**src/rtl/mc_ctrl_pkg.sv**
```systemverilog
// Shared encodings for the multicycle MIPS controller: ALU op codes, opcode/funct values,
// datapath select codes, FSM states and the ALU-decode state classes.
package mc_ctrl_pkg;

  localparam logic [4:0] ALUOP_NOP  = 5'd0;
  localparam logic [4:0] ALUOP_ADDU = 5'd1;
  localparam logic [4:0] ALUOP_ADD  = 5'd2;
  localparam logic [4:0] ALUOP_SUBU = 5'd3;
  localparam logic [4:0] ALUOP_SUB  = 5'd4;
  localparam logic [4:0] ALUOP_AND  = 5'd5;
  localparam logic [4:0] ALUOP_OR   = 5'd6;
  localparam logic [4:0] ALUOP_XOR  = 5'd7;
  localparam logic [4:0] ALUOP_NOR  = 5'd8;
  localparam logic [4:0] ALUOP_SLT  = 5'd9;
  localparam logic [4:0] ALUOP_SLTU = 5'd10;
  localparam logic [4:0] ALUOP_SLL  = 5'd11;
  localparam logic [4:0] ALUOP_SRL  = 5'd12;
  localparam logic [4:0] ALUOP_SRA  = 5'd13;
  localparam logic [4:0] ALUOP_SLLV = 5'd14;
  localparam logic [4:0] ALUOP_SRLV = 5'd15;
  localparam logic [4:0] ALUOP_SRAV = 5'd16;

  localparam logic [5:0] OP_RTYPE = 6'h00;
  localparam logic [5:0] OP_J     = 6'h02;
  localparam logic [5:0] OP_JAL   = 6'h03;
  localparam logic [5:0] OP_BEQ   = 6'h04;
  localparam logic [5:0] OP_BNE   = 6'h05;
  localparam logic [5:0] OP_ADDI  = 6'h08;
  localparam logic [5:0] OP_ADDIU = 6'h09;
  localparam logic [5:0] OP_SLTI  = 6'h0A;
  localparam logic [5:0] OP_SLTIU = 6'h0B;
  localparam logic [5:0] OP_ANDI  = 6'h0C;
  localparam logic [5:0] OP_ORI   = 6'h0D;
  localparam logic [5:0] OP_XORI  = 6'h0E;
  localparam logic [5:0] OP_LUI   = 6'h0F;
  localparam logic [5:0] OP_LW    = 6'h23;
  localparam logic [5:0] OP_SW    = 6'h2B;

  localparam logic [5:0] F_SLL  = 6'h00;
  localparam logic [5:0] F_SRL  = 6'h02;
  localparam logic [5:0] F_SRA  = 6'h03;
  localparam logic [5:0] F_SLLV = 6'h04;
  localparam logic [5:0] F_SRLV = 6'h06;
  localparam logic [5:0] F_SRAV = 6'h07;
  localparam logic [5:0] F_JR   = 6'h08;
  localparam logic [5:0] F_ADD  = 6'h20;
  localparam logic [5:0] F_ADDU = 6'h21;
  localparam logic [5:0] F_SUB  = 6'h22;
  localparam logic [5:0] F_SUBU = 6'h23;
  localparam logic [5:0] F_AND  = 6'h24;
  localparam logic [5:0] F_OR   = 6'h25;
  localparam logic [5:0] F_XOR  = 6'h26;
  localparam logic [5:0] F_NOR  = 6'h27;
  localparam logic [5:0] F_SLT  = 6'h2A;
  localparam logic [5:0] F_SLTU = 6'h2B;

  localparam logic [1:0] SRCA_PC = 2'b00, SRCA_RS = 2'b01, SRCA_RT = 2'b10;
  localparam logic [1:0] SRCB_RT = 2'b00, SRCB_FOUR = 2'b01, SRCB_IMM = 2'b10, SRCB_BOFS = 2'b11;
  localparam logic [1:0] EXT_ZERO = 2'b00, EXT_SIGN = 2'b01, EXT_LUI = 2'b10;
  localparam logic [1:0] PCSRC_ALU = 2'b00, PCSRC_ALUOUT = 2'b01, PCSRC_JUMP = 2'b10, PCSRC_RS = 2'b11;
  localparam logic [1:0] REGDST_RT = 2'b00, REGDST_RD = 2'b01, REGDST_RA = 2'b10;
  localparam logic [1:0] M2R_ALU = 2'b00, M2R_MDR = 2'b01, M2R_PC = 2'b10;

  typedef enum logic [3:0] {
    S_FETCH, S_DECODE, S_EXE_R, S_WB_R, S_EXE_I, S_WB_I, S_MEM_ADDR,
    S_MEM_RD, S_WB_MEM, S_MEM_WR, S_BRANCH, S_JUMP, S_JAL, S_JR
  } state_t;

  typedef enum logic [2:0] {
    CLS_IDLE, CLS_FETCH, CLS_DECODE, CLS_EXE_R, CLS_EXE_I, CLS_ADDR, CLS_BRANCH
  } alu_cls_t;

  // NOP doubles as "unsupported funct"; every supported R-type ALU funct maps elsewhere.
  function automatic logic [4:0] r_aluop(input logic [5:0] f);
    logic [4:0] a;
    case (f)
      F_ADD:   a = ALUOP_ADD;
      F_ADDU:  a = ALUOP_ADDU;
      F_SUB:   a = ALUOP_SUB;
      F_SUBU:  a = ALUOP_SUBU;
      F_AND:   a = ALUOP_AND;
      F_OR:    a = ALUOP_OR;
      F_XOR:   a = ALUOP_XOR;
      F_NOR:   a = ALUOP_NOR;
      F_SLT:   a = ALUOP_SLT;
      F_SLTU:  a = ALUOP_SLTU;
      F_SLL:   a = ALUOP_SLL;
      F_SRL:   a = ALUOP_SRL;
      F_SRA:   a = ALUOP_SRA;
      F_SLLV:  a = ALUOP_SLLV;
      F_SRLV:  a = ALUOP_SRLV;
      F_SRAV:  a = ALUOP_SRAV;
      default: a = ALUOP_NOP;
    endcase
    return a;
  endfunction

  function automatic logic r_legal(input logic [5:0] f);
    return r_aluop(f) != ALUOP_NOP;
  endfunction

  function automatic logic is_shamt_shift(input logic [5:0] f);
    return (f == F_SLL) || (f == F_SRL) || (f == F_SRA);
  endfunction

endpackage

```
**src/rtl/mc_ctrl_if.sv**
```systemverilog
// Controller <-> datapath bundle; master is the control FSM, slave the datapath.
// mem_ready exists only when MC_MEM_READY_EN is defined.
interface mc_ctrl_if;
  logic [5:0] Op;
  logic [5:0] Funct;
  logic       Zero;
`ifdef MC_MEM_READY_EN
  logic       mem_ready;
`endif
  logic       PCWrite;
  logic       IorD;
  logic       MemRead;
  logic       MemWrite;
  logic       IRWrite;
  logic       RegWrite;
  logic [1:0] RegDst;
  logic [1:0] MemtoReg;
  logic [1:0] ALUSrcA;
  logic [1:0] ALUSrcB;
  logic [1:0] EXTOp;
  logic [1:0] PCSource;
  logic [4:0] ALUOp;
  logic       Illegal;

  modport master (
`ifdef MC_MEM_READY_EN
    input  mem_ready,
`endif
    input  Op, Funct, Zero,
    output PCWrite, IorD, MemRead, MemWrite, IRWrite, RegWrite, RegDst, MemtoReg,
           ALUSrcA, ALUSrcB, EXTOp, PCSource, ALUOp, Illegal
  );

  modport slave (
`ifdef MC_MEM_READY_EN
    output mem_ready,
`endif
    output Op, Funct, Zero,
    input  PCWrite, IorD, MemRead, MemWrite, IRWrite, RegWrite, RegDst, MemtoReg,
           ALUSrcA, ALUSrcB, EXTOp, PCSource, ALUOp, Illegal
  );
endinterface

```
**src/rtl/mc_alu_dec.sv**
```systemverilog
// ALU op / immediate-extension decode from {state class, Op, Funct}.
// Combinational, zero latency; no backpressure.
module mc_alu_dec
  import mc_ctrl_pkg::*;
(
  input  alu_cls_t   cls,
  input  logic [5:0] op,
  input  logic [5:0] funct,
  output logic [4:0] aluop,
  output logic [1:0] extop
);

  always_comb begin
    aluop = ALUOP_NOP;
    extop = EXT_ZERO;
    case (cls)
      CLS_FETCH: aluop = ALUOP_ADDU;
      CLS_DECODE, CLS_ADDR: begin
        aluop = ALUOP_ADDU;
        extop = EXT_SIGN;
      end
      CLS_BRANCH: aluop = ALUOP_SUBU;
      CLS_EXE_R: begin
        aluop = r_aluop(funct);
        // shamt reaches the ALU through B[10:6] of the sign-extended immediate
        if (is_shamt_shift(funct)) extop = EXT_SIGN;
      end
      CLS_EXE_I: begin
        case (op)
          OP_ADDI:  begin aluop = ALUOP_ADD;  extop = EXT_SIGN; end
          OP_ADDIU: begin aluop = ALUOP_ADDU; extop = EXT_SIGN; end
          OP_SLTI:  begin aluop = ALUOP_SLT;  extop = EXT_SIGN; end
          OP_SLTIU: begin aluop = ALUOP_SLTU; extop = EXT_SIGN; end
          OP_ANDI:  begin aluop = ALUOP_AND;  extop = EXT_ZERO; end
          OP_ORI:   begin aluop = ALUOP_OR;   extop = EXT_ZERO; end
          OP_XORI:  begin aluop = ALUOP_XOR;  extop = EXT_ZERO; end
          OP_LUI:   begin aluop = ALUOP_ADDU; extop = EXT_LUI;  end
          default:  ;
        endcase
      end
      default: ;
    endcase
  end

endmodule

```
**src/rtl/mc_ctrl.sv**
```systemverilog
// Multicycle MIPS control FSM (fetch/decode/execute/memory/writeback); optional MC_MEM_READY_EN.
// Latency: branch/jumps 3, R/I/sw 4, lw 5 cycles; illegal ops return to fetch after decode.
// Backpressure: with MC_MEM_READY_EN, memory states hold until mem_ready; otherwise none.
module mc_ctrl
  import mc_ctrl_pkg::*;
(
  input  logic      clk,
  input  logic      rst,
  mc_ctrl_if.master bus
);

  state_t     state;
  state_t     nxt;
  alu_cls_t   cls;
  logic       ready;
  logic [4:0] dec_aluop;
  logic [1:0] dec_extop;
  logic       pc_write, iord, mem_read, mem_write, ir_write, reg_write, illegal;
  logic [1:0] reg_dst, mem_to_reg, src_a, src_b, pc_source;

`ifdef MC_MEM_READY_EN
  assign ready = bus.mem_ready;
`else
  assign ready = 1'b1;
`endif

  mc_alu_dec u_alu_dec (
    .cls   (cls),
    .op    (bus.Op),
    .funct (bus.Funct),
    .aluop (dec_aluop),
    .extop (dec_extop)
  );

  always_ff @(posedge clk) begin
    if (rst) state <= S_FETCH;
    else     state <= nxt;
  end

  // Outputs are decoded from the current state rather than registered: reset must kill
  // write enables in the same cycle, and the branch PCWrite needs this cycle's Zero.
  always_comb begin
    nxt        = S_FETCH;
    cls        = CLS_IDLE;
    pc_write   = 1'b0;
    iord       = 1'b0;
    mem_read   = 1'b0;
    mem_write  = 1'b0;
    ir_write   = 1'b0;
    reg_write  = 1'b0;
    illegal    = 1'b0;
    reg_dst    = REGDST_RT;
    mem_to_reg = M2R_ALU;
    src_a      = SRCA_PC;
    src_b      = SRCB_RT;
    pc_source  = PCSRC_ALU;
    if (!rst) begin
      case (state)
        S_FETCH: begin
          cls       = CLS_FETCH;
          mem_read  = 1'b1;
          src_b     = SRCB_FOUR;
          ir_write  = ready;
          pc_write  = ready;
          nxt       = ready ? S_DECODE : S_FETCH;
        end
        S_DECODE: begin
          cls   = CLS_DECODE;
          src_b = SRCB_BOFS;
          case (bus.Op)
            OP_RTYPE: begin
              if (bus.Funct == F_JR)     nxt = S_JR;
              else if (r_legal(bus.Funct)) nxt = S_EXE_R;
              else                         illegal = 1'b1;
            end
            OP_ADDI, OP_ADDIU, OP_SLTI, OP_SLTIU,
            OP_ANDI, OP_ORI, OP_XORI, OP_LUI: nxt = S_EXE_I;
            OP_LW, OP_SW:   nxt = S_MEM_ADDR;
            OP_BEQ, OP_BNE: nxt = S_BRANCH;
            OP_J:           nxt = S_JUMP;
            OP_JAL:         nxt = S_JAL;
            default:        illegal = 1'b1;
          endcase
        end
        S_EXE_R: begin
          cls = CLS_EXE_R;
          if (is_shamt_shift(bus.Funct)) begin
            src_a = SRCA_RT;
            src_b = SRCB_IMM;
          end else begin
            src_a = SRCA_RS;
            src_b = SRCB_RT;
          end
          nxt = S_WB_R;
        end
        S_WB_R: begin
          reg_write = 1'b1;
          reg_dst   = REGDST_RD;
        end
        S_EXE_I: begin
          cls   = CLS_EXE_I;
          src_a = SRCA_RS;
          src_b = SRCB_IMM;
          nxt   = S_WB_I;
        end
        S_WB_I: reg_write = 1'b1;
        S_MEM_ADDR: begin
          cls   = CLS_ADDR;
          src_a = SRCA_RS;
          src_b = SRCB_IMM;
          nxt   = (bus.Op == OP_LW) ? S_MEM_RD : S_MEM_WR;
        end
        S_MEM_RD: begin
          mem_read = 1'b1;
          iord     = 1'b1;
          nxt      = ready ? S_WB_MEM : S_MEM_RD;
        end
        S_WB_MEM: begin
          reg_write  = 1'b1;
          mem_to_reg = M2R_MDR;
        end
        S_MEM_WR: begin
          mem_write = 1'b1;
          iord      = 1'b1;
          nxt       = ready ? S_FETCH : S_MEM_WR;
        end
        S_BRANCH: begin
          cls       = CLS_BRANCH;
          src_a     = SRCA_RS;
          pc_source = PCSRC_ALUOUT;
          pc_write  = (bus.Op == OP_BEQ) ? bus.Zero : ~bus.Zero;
        end
        S_JUMP: begin
          pc_write  = 1'b1;
          pc_source = PCSRC_JUMP;
        end
        S_JAL: begin
          pc_write   = 1'b1;
          pc_source  = PCSRC_JUMP;
          reg_write  = 1'b1;
          reg_dst    = REGDST_RA;
          mem_to_reg = M2R_PC;
        end
        S_JR: begin
          pc_write  = 1'b1;
          pc_source = PCSRC_RS;
        end
        default: ;
      endcase
    end
  end

  assign bus.PCWrite  = pc_write;
  assign bus.IorD     = iord;
  assign bus.MemRead  = mem_read;
  assign bus.MemWrite = mem_write;
  assign bus.IRWrite  = ir_write;
  assign bus.RegWrite = reg_write;
  assign bus.RegDst   = reg_dst;
  assign bus.MemtoReg = mem_to_reg;
  assign bus.ALUSrcA  = src_a;
  assign bus.ALUSrcB  = src_b;
  assign bus.EXTOp    = dec_extop;
  assign bus.PCSource = pc_source;
  assign bus.ALUOp    = dec_aluop;
  assign bus.Illegal  = illegal;

endmodule

```
**src/flat_wrapper.sv**
```systemverilog
// flat-port wrapper written by rule: the top's interface ports become plain ports
module mc_ctrl_flat import mc_ctrl_pkg::*;
  (clk, rst, bus_Op, bus_Funct, bus_Zero, bus_PCWrite, bus_IorD, bus_MemRead, bus_MemWrite, bus_IRWrite, bus_RegWrite, bus_RegDst, bus_MemtoReg, bus_ALUSrcA, bus_ALUSrcB, bus_EXTOp, bus_PCSource, bus_ALUOp, bus_Illegal);
  mc_ctrl_if bus_i ();
  input  logic clk;
  input  logic rst;
  input wire logic [$bits(bus_i.Op)-1:0] bus_Op;
  input wire logic [$bits(bus_i.Funct)-1:0] bus_Funct;
  input wire logic [$bits(bus_i.Zero)-1:0] bus_Zero;
  output wire logic [$bits(bus_i.PCWrite)-1:0] bus_PCWrite;
  output wire logic [$bits(bus_i.IorD)-1:0] bus_IorD;
  output wire logic [$bits(bus_i.MemRead)-1:0] bus_MemRead;
  output wire logic [$bits(bus_i.MemWrite)-1:0] bus_MemWrite;
  output wire logic [$bits(bus_i.IRWrite)-1:0] bus_IRWrite;
  output wire logic [$bits(bus_i.RegWrite)-1:0] bus_RegWrite;
  output wire logic [$bits(bus_i.RegDst)-1:0] bus_RegDst;
  output wire logic [$bits(bus_i.MemtoReg)-1:0] bus_MemtoReg;
  output wire logic [$bits(bus_i.ALUSrcA)-1:0] bus_ALUSrcA;
  output wire logic [$bits(bus_i.ALUSrcB)-1:0] bus_ALUSrcB;
  output wire logic [$bits(bus_i.EXTOp)-1:0] bus_EXTOp;
  output wire logic [$bits(bus_i.PCSource)-1:0] bus_PCSource;
  output wire logic [$bits(bus_i.ALUOp)-1:0] bus_ALUOp;
  output wire logic [$bits(bus_i.Illegal)-1:0] bus_Illegal;
  assign bus_i.Op = bus_Op;
  assign bus_i.Funct = bus_Funct;
  assign bus_i.Zero = bus_Zero;
  assign bus_PCWrite = bus_i.PCWrite;
  assign bus_IorD = bus_i.IorD;
  assign bus_MemRead = bus_i.MemRead;
  assign bus_MemWrite = bus_i.MemWrite;
  assign bus_IRWrite = bus_i.IRWrite;
  assign bus_RegWrite = bus_i.RegWrite;
  assign bus_RegDst = bus_i.RegDst;
  assign bus_MemtoReg = bus_i.MemtoReg;
  assign bus_ALUSrcA = bus_i.ALUSrcA;
  assign bus_ALUSrcB = bus_i.ALUSrcB;
  assign bus_EXTOp = bus_i.EXTOp;
  assign bus_PCSource = bus_i.PCSource;
  assign bus_ALUOp = bus_i.ALUOp;
  assign bus_Illegal = bus_i.Illegal;
  mc_ctrl u_core (.clk(clk), .rst(rst), .bus(bus_i));
endmodule
```
**config.mk**
```make
export PLATFORM = sky130hd
export DESIGN_NAME = mc_ctrl_flat
export DESIGN_NICKNAME = d
export VERILOG_FILES = /design/src/rtl/mc_ctrl_pkg.sv /design/src/rtl/mc_ctrl_if.sv /design/src/rtl/mc_alu_dec.sv /design/src/rtl/mc_ctrl.sv /design/src/flat_wrapper.sv
export SDC_FILE = /design/constraint.sdc
export NUM_CORES = 1
export LEC_CHECK = 0
export BUFFER_PORTS_ARGS = -buffer_cell sky130_fd_sc_hd__buf_2
export CAP_MARGIN = 20
export CORE_AREA = 2 2 42 83
export CTS_CLUSTER_DIAMETER = 150
export DETAILED_ROUTE_END_ITERATION = 6
export DIE_AREA = 0 0 44 85
export PLACE_DENSITY = 0.69
export SYNTH_ARGS = -nofsm -noshare
export SYNTH_HDL_FRONTEND = slang
export SYNTH_HIERARCHICAL = 1
export SYNTH_SLANG_ARGS = --single-unit
```
**constraint.sdc**
```tcl
create_clock -name clk -period 2.4 [get_ports clk]
set_input_delay 0.12 -clock clk [delete_from_list [all_inputs] [get_ports clk]]
set_output_delay 0.12 -clock clk [all_outputs]
set_load 0.005 [all_outputs]
```
# == Word-level counts from Yosys, hierarchy flattened ==
# Memory sizes are Yosys's and may differ from the RTL's.
# Index checks and enable logic that the tools add are counted.
# word_totals
ff_bits,4
mem_bits_ro,640
input_bits,15
out_inout_bits,24
word_cells,107
n_memories,2
# classes
n_eq_ne,36
muxes,46
bitwise_logic,1
reduce_logical,21
# memory_table
memory,depth,width,rd,rd_clocked_by_memory_dff,write_ports,line,rtl
(name not given),64,5,1,0,0,mc_ctrl_pkg.sv:76,case (f)
(name not given),64,5,1,0,0,mc_ctrl_pkg.sv:76,
# ops
op,count
$eq 6x4->1 const B,9
$pmux 4 s6,2
$pmux 4 s7,1
$eq 4x4->1 const B,6
$eq 6x2->1 const B,4
$mux 5,4
$pmux 5 s4,1
$pmux 3 s6,1
$mux 1,17
$eq 4x3->1 const B,4
$mux 2,8
$pmux 2 s2,4
$reduce_or 2->1,8
$reduce_or 14->1,1
$eq 6x3->1 const B,2
$eq 6x6->1 const B,2
$logic_not 6->1,2
$pmux 2 s3,2
$reduce_or 4->1,3
$eq 3x3->1 const B,3
$eq 4x2->1 const B,2
$mux 4,2
$pmux 2 s4,1
$reduce_or 8->1,1
10 further kinds,14

# == Depth between registers and ports, before layout ==
# Gate-level depths: netlist (run 1).
# depth
depth_word,11
mapped_depth,9
mapped_depth_nobuf,8

# == Modules after synthesis ==
# The synthesis (run 1) kept the hierarchy.
# by_module_without_submodules
module,instances,cells_per_inst,area_each_um2,seq_area_each_um2
mc_ctrl,1,145,920.9,80.1
mc_alu_dec,1,64,422.9,0.0

# == Worst setup path before layout (run 1) ==
# No wires, ideal clock.
# synth_timing
kind,register -> output
startpoint,reg u_core.state[0]
endpoint,out bus_EXTOp[0]
arrival_ns,1.843
required_ns,2.280
setup_slack_ns,0.437
path_stages_with_launch,7
n_path_buf,2
cell_sequence,dfxtp_1 > buf_6 > clkbuf_1 > nor4_1 > and4bb_1 > nand2_1 > o31ai_1
# synth_between
elab_chain_len,6
word_cells_on_any_way,14
cone_classes,eq/ne (9); mux (3); reduce/logical (2)
# synth_rtl
element,line,rtl
start: declaration,mc_ctrl.sv:12,state_t state;
start signal: assignment,mc_ctrl.sv:37,else state <= nxt;
$eq 4x4->1 (tied with other cells),mc_ctrl.sv:58,case (state)
$pmux 3 s6 (*),mc_ctrl.sv:58,
$mux 3 (*),mc_ctrl.sv:57,if (!rst) begin
named net u_core.cls[0],mc_ctrl.sv:14,alu_cls_t cls;
$eq 3x2->1 or $eq 3x3->1 (tied branches),mc_alu_dec.sv:16,case (cls)
$reduce_or 2->1,-,
$pmux 2 s3 (*),mc_alu_dec.sv:16,
end: declaration,flat_wrapper.sv:20,output wire logic [$bits(bus_i.EXTOp)-1:0] bus_EXTOp;
# The timed path passes the listed nets; every way through them passes the cells marked *.

# == Final worst setup path (run 1) ==
# layout_timing
startpoint,reg u_core.state[2]
endpoint,out bus_ALUOp[1]
# layout_between
elab_chain_len,6
word_cells_on_any_way,16
cone_classes,eq/ne (11); mux (3); reduce/logical (2)
# layout_rtl
element,line,rtl
$eq 4x4->1 (tied with other cells),mc_ctrl.sv:58,
$pmux 3 s6 (*),mc_ctrl.sv:58,
$mux 3 (*),mc_ctrl.sv:57,
named net u_core.cls[2],mc_ctrl.sv:14,
$eq 3x2->1 (tied with other cells),mc_alu_dec.sv:16,
$reduce_or 3->1 (no line),-,
$pmux 5 s4 (*),mc_alu_dec.sv:16,
end: declaration,flat_wrapper.sv:22,output wire logic [$bits(bus_i.ALUOp)-1:0] bus_ALUOp;
# Marked as above.

==> flow_metrics.py, run 1 <==
metrics = {
    "run_status": {
        "outcome": "completed",
    },
    "clock_network": {
        "cts_setup_buffers": 0,
        "cts_max_level": 1,
        "cts_tree": "yes",
        "cts.clk_slew.worst_paths_ns": 0.03,
        "cts_buffer_depth": 2,
        "cts_sinks": 4,
        "root_buffer": "clkbuf_8",
        "numCtsBuffers": 3,
        "clock_latency_ns": 0.23,
    },
    "sta": {
        "finalHoldViolations": 0,
        "slew_headroom_pct": 68.53,
        "rsz0062_at_grt": "no",
        "fin_tns_setup_ns": 0,
        "timing.final.crit_share_pct": 89.45,
        "fin_crit_ns": 2.147,
        "worst_pin_slew_ns": 0.4684,
        "drv_slew": 0,
        "worst_slack_ns": 0.2532,
        "fin_worst_skew_ns": 0.002429,
        "fmaxAchievable_mhz": 465.8,
        "setup_viol": 0,
    },
    "route": {
        "viasPerCell": 5.989,
        "vias": 1659,
        "drc_errors": 0,
        "wl_um": 3959,
        "firstDrtPassIters": 4,
        "drt_iter0_drc": 36,
        "wl_per_cell_um": 14.29,
        "postRouteAntennaNets": 0,
    },
    "setup_path": {
        "critical_path_required_ns": 2.28,
        "r2r_end": "u_core/state[1]$_SDFF_PP0_",
        "critPathArrivalTime_ns": 2.03,
        "critical_path_class": "flop to output pin",
        "cp_max_fo": 12,
        "worstSetupEndpoint": "bus_ALUOp[1]",
        "endpoint_kind": "output pin",
        "r2r_start": "u_core/state[0]$_SDFF_PP0_",
        "rrSetupSlack_ns": 0.62,
        "startpoint": "u_core/state[2]$_SDFF_PP0_",
        "reg2reg_depth": 6,
        "start_kind": "flop",
    },
    "floorplanning": {
        "fp.dieH_um": 85,
        "die_area_um2": 3740,
        "io_pins": 39,
        "placementRows": 29,
        "die_x_um": 44,
        "start_util_pct": 43.06,
        "placeableCoreArea_um2": 3120,
    },
    "power_and_ir_drop": {
        "p_leak_uw": 0.0007043,
        "irDropWorstVdd_uv": 199.9,
        "pwr_density_cell_nw_per_um2": 247.5,
        "power_uw": 398.9,
    },
    "synth": {
        "yosys.area_share.simple_pct": 47.67,
        "synth_edf_count": 0,
        "synth_most_common_cell": "nor2_1",
        "synth_cell_types": 52,
        "ys_ff_latch": 4,
        "synthFlopType": "dfxtp_1",
        "yosys-mux-area-fraction_pct": 1.490,
        "synth_xor_area_share_pct": 1.955,
        "yosysTopAreaCell": "ha_1",
        "synth_top_area_share_pct": 8.380,
        "synth_warnings": 6,
        "synth_top_family_by_area": "simple AND/OR/NAND/NOR gates",
        "syn-cell-area_um2": 1344,
        "synth_nets": 233,
        "yosys.area_share.adder_pct": 8.380,
        "synthCells": 209,
        "synth_area_per_cell_um2": 6.430,
        "synth_compound_area_share_pct": 26.26,
        "synthTopCellsByArea": "ha_1 8.4%, nor2_1 8.4%, a21oi_1 6.0%",
        "ys_top_cells_by_count": "30 x nor2_1, 16 x a21oi_1, 13 x nor3_1",
        "synth_seq_area_share_pct": 5.959,
        "ys_async_sr_fraction_pct": 0,
    },
    "cells_and_area": {
        "syn_to_final_growth_pct": 19.93,
        "fin_util_pct": 51.64,
        "drive_above_1_share_pct": 23.58,
        "nNetsFinal": 272,
        "multiInputGateArea_um2": 1157,
        "seqCellArea_um2": 82.58,
        "num_antenna_cells": 0,
        "top_register": "u_core/state",
        "largestRegisters": "u_core/state: 4 flops",
        "instances_no_fill": 277,
        "largest_register_ffs": 4,
        "fillers": 321,
    },
    "placed_design": {
        "pre_cts_slack_ns": 0.3489,
        "dpl.cell_count": 274,
        "gp_congestion": 0.8439,
        "dp_hpwl_um": 3113,
        "io_buffers": 38,
    },
    "global_route": {
        "grt_pass1_wl_um": 6624,
        "antenna_found_initial": 0,
        "overflow": 0,
        "grt_usage_pct": 22.41,
        "grt_pass1_vias": 1508,
        "grt_max_degree": 21,
    },
    "run": {
        "drv_cap": 0,
    },
    "min_path": {
        "worstHoldStart": "bus_Op[4]",
        "hp-class": "input pin to flop",
    },
}
cell usage in the layout (no fill, tap or decap), drive strengths merged, types with 2 or more instances in the layout:
cell      n
o21a      2
ha        9
nand2b    9
or3       8
xnor2     2
a21oi    16
and2      3
o2111ai   2
nand2    12
o22ai     2
dfxtp     4
nor2b     5
o211ai    2
nand3b    5
clkbuf    3
nor4b     3
a2111oi   2
o31ai     2
nor4      4
o21bai    2
buf      47
o22a      2
mux2i     2
nor2     30
nor3     14
a31oi     4
o21ai    12
nand4b    2
inv       9
and3      2
nand3    10
nand4     2
logic make-up after synthesis:
group	Yosys count
simple gates	116
compound gates	53
buf+inv	22
fa+ha+maj	9
flops	4
xor+xnor	3
mux	2
routing by layer:
| metal | share of wire, % | global-route usage [%] |
|---|---|---|
| met1 | 38 | 23.29 |
| met2 | 55 | 41.31 |
| met3 | 4.1 | 1.277 |
| met4 | 2.8 | 12.95 |
| met5 | 0 | 0 |
critical path, stage by stage, from the launching register on:
cell and delay [ns]:
dfxtp_2 0.44, nand2b_1 0.21, inv_1 0.06, a21oi_1 0.17, nor3_2 0.08, and4bb_1 0.36, and2_1 0.17, o21ai_0 0.09
o2111ai_1 0.08, buf_2 0.15
through the flow:
step	hold slack, ns	cell area (um^2)
finish	0.4342	1612
global placement	0.6581	1563
floorplan	0.3353	1344
global route	0.4802	1612
detailed placement	0.6598	1563
CTS	0.4288	1604
report_power, final:
part	switching, uW	internal [uW]	total (uW)	leakage, uW
registers	4.07	68.6	72.7	0.0000336
logic	103	72.5	175	0.000649
clock network	43.1	108	151	0.0000216
how the worst min path moves through the flow:
stage / end / slack [ns] / cells after the start
floorplan: bus_ALUOp[2] / 0.34 / 2
global placement: u_core/state[2]$_SDFF_PP0_ / 0.66 / 5
detailed placement: u_core/state[2]$_SDFF_PP0_ / 0.66 / 5
CTS: u_core/state[2]$_SDFF_PP0_ / 0.43 / 5
global route: u_core/state[1]$_SDFF_PP0_ / 0.48 / 3
finish: u_core/state[2]$_SDFF_PP0_ / 0.43 / 5
timing repair:
action,4_1_cts,5_1_grt
resized for setup,0,3
hold buffers,0,0
setup endpoints to repair,0,3
area by class of cell:
type                       count  area share (%)
tap                           31           2.407
timing repair buffer          47           15.99
clock buffer                   3           2.562
inverter                       9           2.096
sequential                     4           5.124
multi-input combinational    183           71.82
Power figures use the tool's default switching activity.
==> run 2: changes to the inputs <==
==> constraint.sdc (replaced) <==
create_clock -name clk -period 2.6 [get_ports clk]
set_input_delay 0.13 -clock clk [delete_from_list [all_inputs] [get_ports clk]]
set_output_delay 0.13 -clock clk [all_outputs]
set_load 0.005 [all_outputs]
==> run 2 against run 1 <==
Critical path depth did not move. Critical path type unchanged. Largest cell class unchanged. Utilization decreased by 0.24 points. Sequential power down 11%.
==> flow_metrics.py, run 2 (synthesized netlist as in run 1, its figures left out) <==
metrics = {
    "power_and_ir_drop": {
        "seqPwrFrac_pct": 17.9,
        "internal_power_uw": 230.3,
        "p_leak_uw": 0.0007011,
        "clkPwrFrac_pct": 36.5,
        "p_switching_uw": 131.5,
        "irDropWorstVdd_uv": 140.6,
        "swShare_pct": 36.36,
        "power_uw": 361.8,
        "pwr_density_cell_nw_per_um2": 225.6,
        "p_comb_share_pct": 45.6,
    },
    "cells_and_area": {
        "instances_no_fill": 277,
        "layout_commonest_cell": "buf_2",
        "fillers": 344,
        "multiInputGateArea_um2": 1152,
        "largestRegisters": "u_core/state: 4 flops",
        "seqCellArea_um2": 80.08,
        "num_antenna_cells": 0,
        "largest_register_ffs": 4,
        "syn_to_final_growth_pct": 19.37,
        "drive_above_1_share_pct": 22.36,
        "fin_util_pct": 51.40,
        "top_register": "u_core/state",
        "nNetsFinal": 272,
        "final_cell_mix": "38 x buf_2, 30 x nor2_1, 16 x a21oi_1",
    },
    "floorplanning": {
        "placeableCoreArea_um2": 3120,
        "die_x_um": 44,
        "fp.dieH_um": 85,
        "io_pins": 39,
        "start_util_pct": 43.06,
        "placementRows": 29,
        "die_area_um2": 3740,
    },
    "run": {
        "drv_cap": 0,
    },
    "setup_path": {
        "critical_path_class": "flop to output pin",
        "start_kind": "flop",
        "cp_slowest_cell": "dfxtp_1",
        "critPathBufInv": 2,
        "max_stage_delay_ns": 0.57,
        "cp_top_family": "simple AND/OR/NAND/NOR gates",
        "cp_max_fo": 14,
        "endpoint_kind": "output pin",
        "critical_path_required_ns": 2.47,
        "critPathArrivalTime_ns": 2.24,
        "cp_cell_sequence": "nand2b_1 -> o21a_1 -> nor3_1 -> buf_4 -> and4bb_1 -> and2_1 -> o21ai_0 -> o2111ai_1 -> buf_2",
    },
    "route": {
        "drc_errors": 0,
        "drt_iter0_drc": 66,
        "postRouteAntennaNets": 0,
        "wl_per_cell_um": 14.40,
        "firstDrtPassIters": 4,
        "vias": 1678,
        "wl_um": 3989,
        "viasPerCell": 6.058,
    },
    "sta": {
        "fmaxAchievable_mhz": 422.8,
        "worst_slack_ns": 0.2348,
        "setup_viol": 0,
        "timing.final.crit_share_pct": 90.97,
        "fin_tns_setup_ns": 0,
        "finalHoldViolations": 0,
        "fin_worst_skew_ns": 0.006281,
        "fin_crit_ns": 2.365,
        "slew_headroom_pct": 68.64,
        "drv_slew": 0,
        "worst_pin_slew_ns": 0.4668,
        "rsz0062_at_grt": "no",
    },
    "clock_network": {
        "cts_setup_buffers": 0,
        "cts_buffer_depth": 2,
        "cts_sinks": 4,
        "cts_tree": "yes",
        "root_buffer": "clkbuf_8",
        "cts_resized": 0,
        "cts_max_level": 1,
        "cts.clk_slew.worst_paths_ns": 0.03,
        "numCtsBuffers": 3,
        "clock_latency_ns": 0.22,
        "cts_hold_buf": 0,
    },
    "global_route": {
        "grt_pass1_vias": 1493,
        "overflow": 0,
        "grt_pass1_wl_um": 6575,
        "antenna_found_initial": 0,
        "grt_max_degree": 21,
        "grt_usage_pct": 22.18,
    },
    "min_path": {
        "hp-class": "input pin to flop",
    },
    "placed_design": {
        "io_buffers": 38,
        "pre_cts_slack_ns": 0.5074,
        "gp_congestion": 0.9009,
        "dp_hpwl_um": 3220,
        "dpl.cell_count": 274,
    },
    "run_status": {
        "outcome": "completed",
    },
}
-- run 2: cell count changes in the layout (fill, tap and decap cells not counted) --
cell     delta
dfxtp_1     +2
dfxtp_2     -2
nor3_1      +1
nor3_2      -1
-- run 2: path summary, 6_finish.rpt --
check | from | cells past startpoint | endpoint | slack, ns
setup / recovery | u_core/state[1]$_SDFF_PP0_ | 9 | bus_ALUOp[1] | 0.23
hold / removal | bus_Op[4] | 5 | u_core/state[2]$_SDFF_PP0_ | 0.47
setup reg to reg | u_core/state[1]$_SDFF_PP0_ | 6 | u_core/state[1]$_SDFF_PP0_ | 0.68
hold reg to reg | u_core/state[0]$_SDFF_PP0_ | 3 | u_core/state[0]$_SDFF_PP0_ | 0.76
-- run 2: power by group through the flow --
stage               clock [uW]  combinational, uW  sequential (uW)
floorplan                    0                106             65.4
global placement             0                163             65.7
detailed placement           0                164             65.7
CTS                        136                165             64.8
global route               138                185             64.9
finish                     132                165             64.8
-- run 2: tightest hold or removal path, stage by stage --
cell and delay, ns:
buf_2 0.16, a21oi_1 0.06, a21oi_1 0.10, or2_1 0.10, a21oi_1 0.06
-- run 2: area by class of cell --
cell class | count | area share [%]
Sequential cell | 4 | 4.992
Timing Repair Buffer | 47 | 16.07
Multi-Input combinational cell | 183 | 71.84
Tap cell | 31 | 2.418
Inverter | 9 | 2.106
Clock buffer | 3 | 2.574
-- run 2: layer usage --
layer  part of all wire, %  track usage (%)
met5                     0                0
met4                   2.9            11.29
met3                   5.4            1.489
met2                    56            41.44
met1                    36            23.10
-- run 2: per-stage QoR --
step | instance area (um^2) | hold WS [ns]
finish | 1604 | 0.4664
global route | 1604 | 0.5073
CTS | 1604 | 0.4568
detailed placement | 1563 | 0.6813
global placement | 1563 | 0.6795
floorplan | 1344 | 0.3553
==> run 3: changes to the inputs <==
--- a/config.mk
+++ b/config.mk
@@ -7,11 +7,11 @@
 export LEC_CHECK = 0
 export BUFFER_PORTS_ARGS = -buffer_cell sky130_fd_sc_hd__buf_2
 export CAP_MARGIN = 20
-export CORE_AREA = 2 2 42 83
+export CORE_AREA = 2 2 52 54
 export CTS_CLUSTER_DIAMETER = 150
 export DETAILED_ROUTE_END_ITERATION = 6
-export DIE_AREA = 0 0 44 85
-export PLACE_DENSITY = 0.69
+export DIE_AREA = 0 0 54 56
+export PLACE_DENSITY = 0.85
 export SYNTH_ARGS = -nofsm -noshare
 export SYNTH_HDL_FRONTEND = slang
 export SYNTH_HIERARCHICAL = 1
==> run 3 against run 2 <==
Clock power shrank 41%. Utilization increased by 13 points. Design area is 2.5% lower. Wire length is 9.3% lower. Die area fell by 19%. Critical path depth shrank 1. Power is 16% lower. Worst hold slack got worse by 0.016 ns. Count of clock-buffer cells in the layout unchanged.
==> flow_metrics.py, run 3 (synthesized netlist as in run 1, its figures left out) <==
metrics = {
    "clock_network": {
        "cts_setup_buffers": 0,
        "numCtsBuffers": 3,
        "cts_buffer_depth": 2,
        "cts_hold_buf": 0,
        "cts_sinks": 4,
        "root_buffer": "clkbuf_4",
        "cts.clk_slew.worst_paths_ns": 0.03,
        "cts_tree": "yes",
        "clock_latency_ns": 0.24,
        "cts_max_level": 1,
    },
    "global_route": {
        "overflow": 0,
        "grt_pass1_wl_um": 5733,
        "grt_max_degree": 21,
        "antenna_found_initial": 0,
        "grt_usage_pct": 23.64,
        "grt_pass1_vias": 1322,
    },
    "sta": {
        "setup_viol": 0,
        "rsz0062_at_grt": "no",
        "fin_crit_ns": 2.280,
        "fin_tns_setup_ns": 0,
        "fin_worst_skew_ns": 0.009516,
        "worst_pin_slew_ns": 0.4974,
        "timing.final.crit_share_pct": 87.69,
        "finalHoldViolations": 0,
        "fmaxAchievable_mhz": 438.6,
        "drv_slew": 0,
        "slew_headroom_pct": 66.59,
        "worst_slack_ns": 0.3202,
    },
    "setup_path": {
        "start_kind": "flop",
        "endpoint_kind": "output pin",
        "cp_slowest_cell": "dfxtp_1",
        "cp_max_fo": 8,
        "max_stage_delay_ns": 0.45,
        "cp_cell_sequence": "nand2b_1 -> o21a_1 -> nor3_1 -> buf_4 -> and4bb_1 -> nand2_1 -> o31ai_1 -> buf_2",
        "reg2reg_depth": 5,
        "critical_path_required_ns": 2.47,
        "critical_path_class": "flop to output pin",
        "critPathArrivalTime_ns": 2.15,
    },
    "cells_and_area": {
        "drive_above_1_share_pct": 22.22,
        "num_antenna_cells": 0,
        "top_register": "u_core/state",
        "largest_register_ffs": 4,
        "syn_to_final_growth_pct": 16.39,
        "final_cell_mix": "38 x buf_2, 30 x nor2_1, 16 x a21oi_1",
        "largestRegisters": "u_core/state: 4 flops",
        "finalInstanceArea_um2": 1564,
        "nNetsFinal": 269,
        "layout_commonest_cell": "buf_2",
    },
    "floorplanning": {
        "fp.dieH_um": 56,
        "die_x_um": 54,
        "start_util_pct": 55.25,
        "die_area_um2": 3024,
        "io_pins": 39,
        "placementRows": 18,
        "placeableCoreArea_um2": 2432,
    },
    "power_and_ir_drop": {
        "clkPwrFrac_pct": 25.6,
        "p_leak_uw": 0.0006793,
        "seqPwrFrac_pct": 21.7,
        "internal_power_uw": 180.0,
        "p_comb_share_pct": 52.7,
        "p_switching_uw": 125.5,
        "pwr_density_cell_nw_per_um2": 195.3,
        "irDropWorstVdd_uv": 129.2,
        "swShare_pct": 41.07,
    },
    "run_status": {
        "outcome": "completed",
    },
    "route": {
        "wl_per_cell_um": 13.25,
        "firstDrtPassIters": 4,
        "drc_errors": 0,
        "vias": 1666,
        "wl_um": 3618,
        "viasPerCell": 6.103,
        "drt_iter0_drc": 44,
        "postRouteAntennaNets": 0,
    },
    "placed_design": {
        "dp_hpwl_um": 2693,
        "post_dp_cell_area_um2": 1539,
        "io_buffers": 38,
        "gp_congestion": 0.8935,
        "pre_cts_slack_ns": 0.4549,
    },
    "min_path": {
        "holdPathStages": 3,
        "hp-class": "input pin to flop",
    },
    "run": {
        "drv_cap": 0,
    },
}
-- run 3: cell count changes in the layout (fill, tap and decap cells not counted) --
| cell | change |
|---|---|
| clkbuf_8 | -3 |
| buf_4 | -3 |
| dfxtp_1 | -2 |
| dfxtp_2 | +2 |
| clkbuf_4 | +3 |
-- run 3: power groups by stage --
stage | sequential (uW) | clock [uW] | combinational, uW
2_1_floorplan | 65.4 | 0 | 106
3_3_place_gp | 67.3 | 0 | 154
3_5_place_dp | 67.1 | 0 | 158
4_1_cts | 66.2 | 79.8 | 159
5_1_grt | 66.5 | 85.3 | 179
6_report | 66.3 | 78.2 | 161
-- run 3: final timing paths --
path                              startpoint                          to  slack (ns)
hold reg to reg   u_core/state[1]$_SDFF_PP0_  u_core/state[3]$_SDFF_PP0_        0.70
hold / removal                     bus_Op[4]  u_core/state[1]$_SDFF_PP0_        0.45
setup reg to reg  u_core/state[0]$_SDFF_PP0_  u_core/state[1]$_SDFF_PP0_        1.02
setup / recovery  u_core/state[0]$_SDFF_PP0_                bus_EXTOp[0]        0.32
-- run 3: layout make-up --
type                    count  area [um^2]
multi-input cells         183         1152
fillers                   232        868.3
repair buffers             44        235.2
flip-flops and latches      4        82.58
well taps                  30        37.54
inverters                   9        33.78
clock buffers               3        22.52
-- run 3: layer usage --
layer  GRT usage (%)  vias to the layer above  share of wire, %
li1                -                      839                 -
met2           39.37                       68                49
met4           5.714                        0              0.58
met5               0                        -                 0
met1           32.25                      757                45
met3           1.613                        2               5.3
-- run 3: per-stage QoR --
step | utilization (%) | std cells | hold slack [ns] | total power (uW)
after floorplan | - | 209 | 0.3553 | 171.0
after global placement | 63.27 | 270 | 0.6578 | 221.6
after detailed placement | 63.27 | 270 | 0.6619 | 224.8
after CTS | 64.20 | 273 | 0.4480 | 304.9
after global routing | 64.30 | 273 | 0.4565 | 330.5
final | 64.30 | 273 | 0.4508 | 305.5
-- run 3: worst max-delay path: cells and delay by family, from the launching register on --
kind                   cells  cell delay, ns
buffers and inverters      2            0.32
and+or+nand+nor            4            0.71
DFF                        1            0.45
AOI/OAI and AO/OA          2            0.44
-- run 3: repair_timing --
action / 4_1_cts / 5_1_grt
hold endpoints to repair: 0 / 0
resized for setup: 0 / 2
setup endpoints to repair: 0 / 4
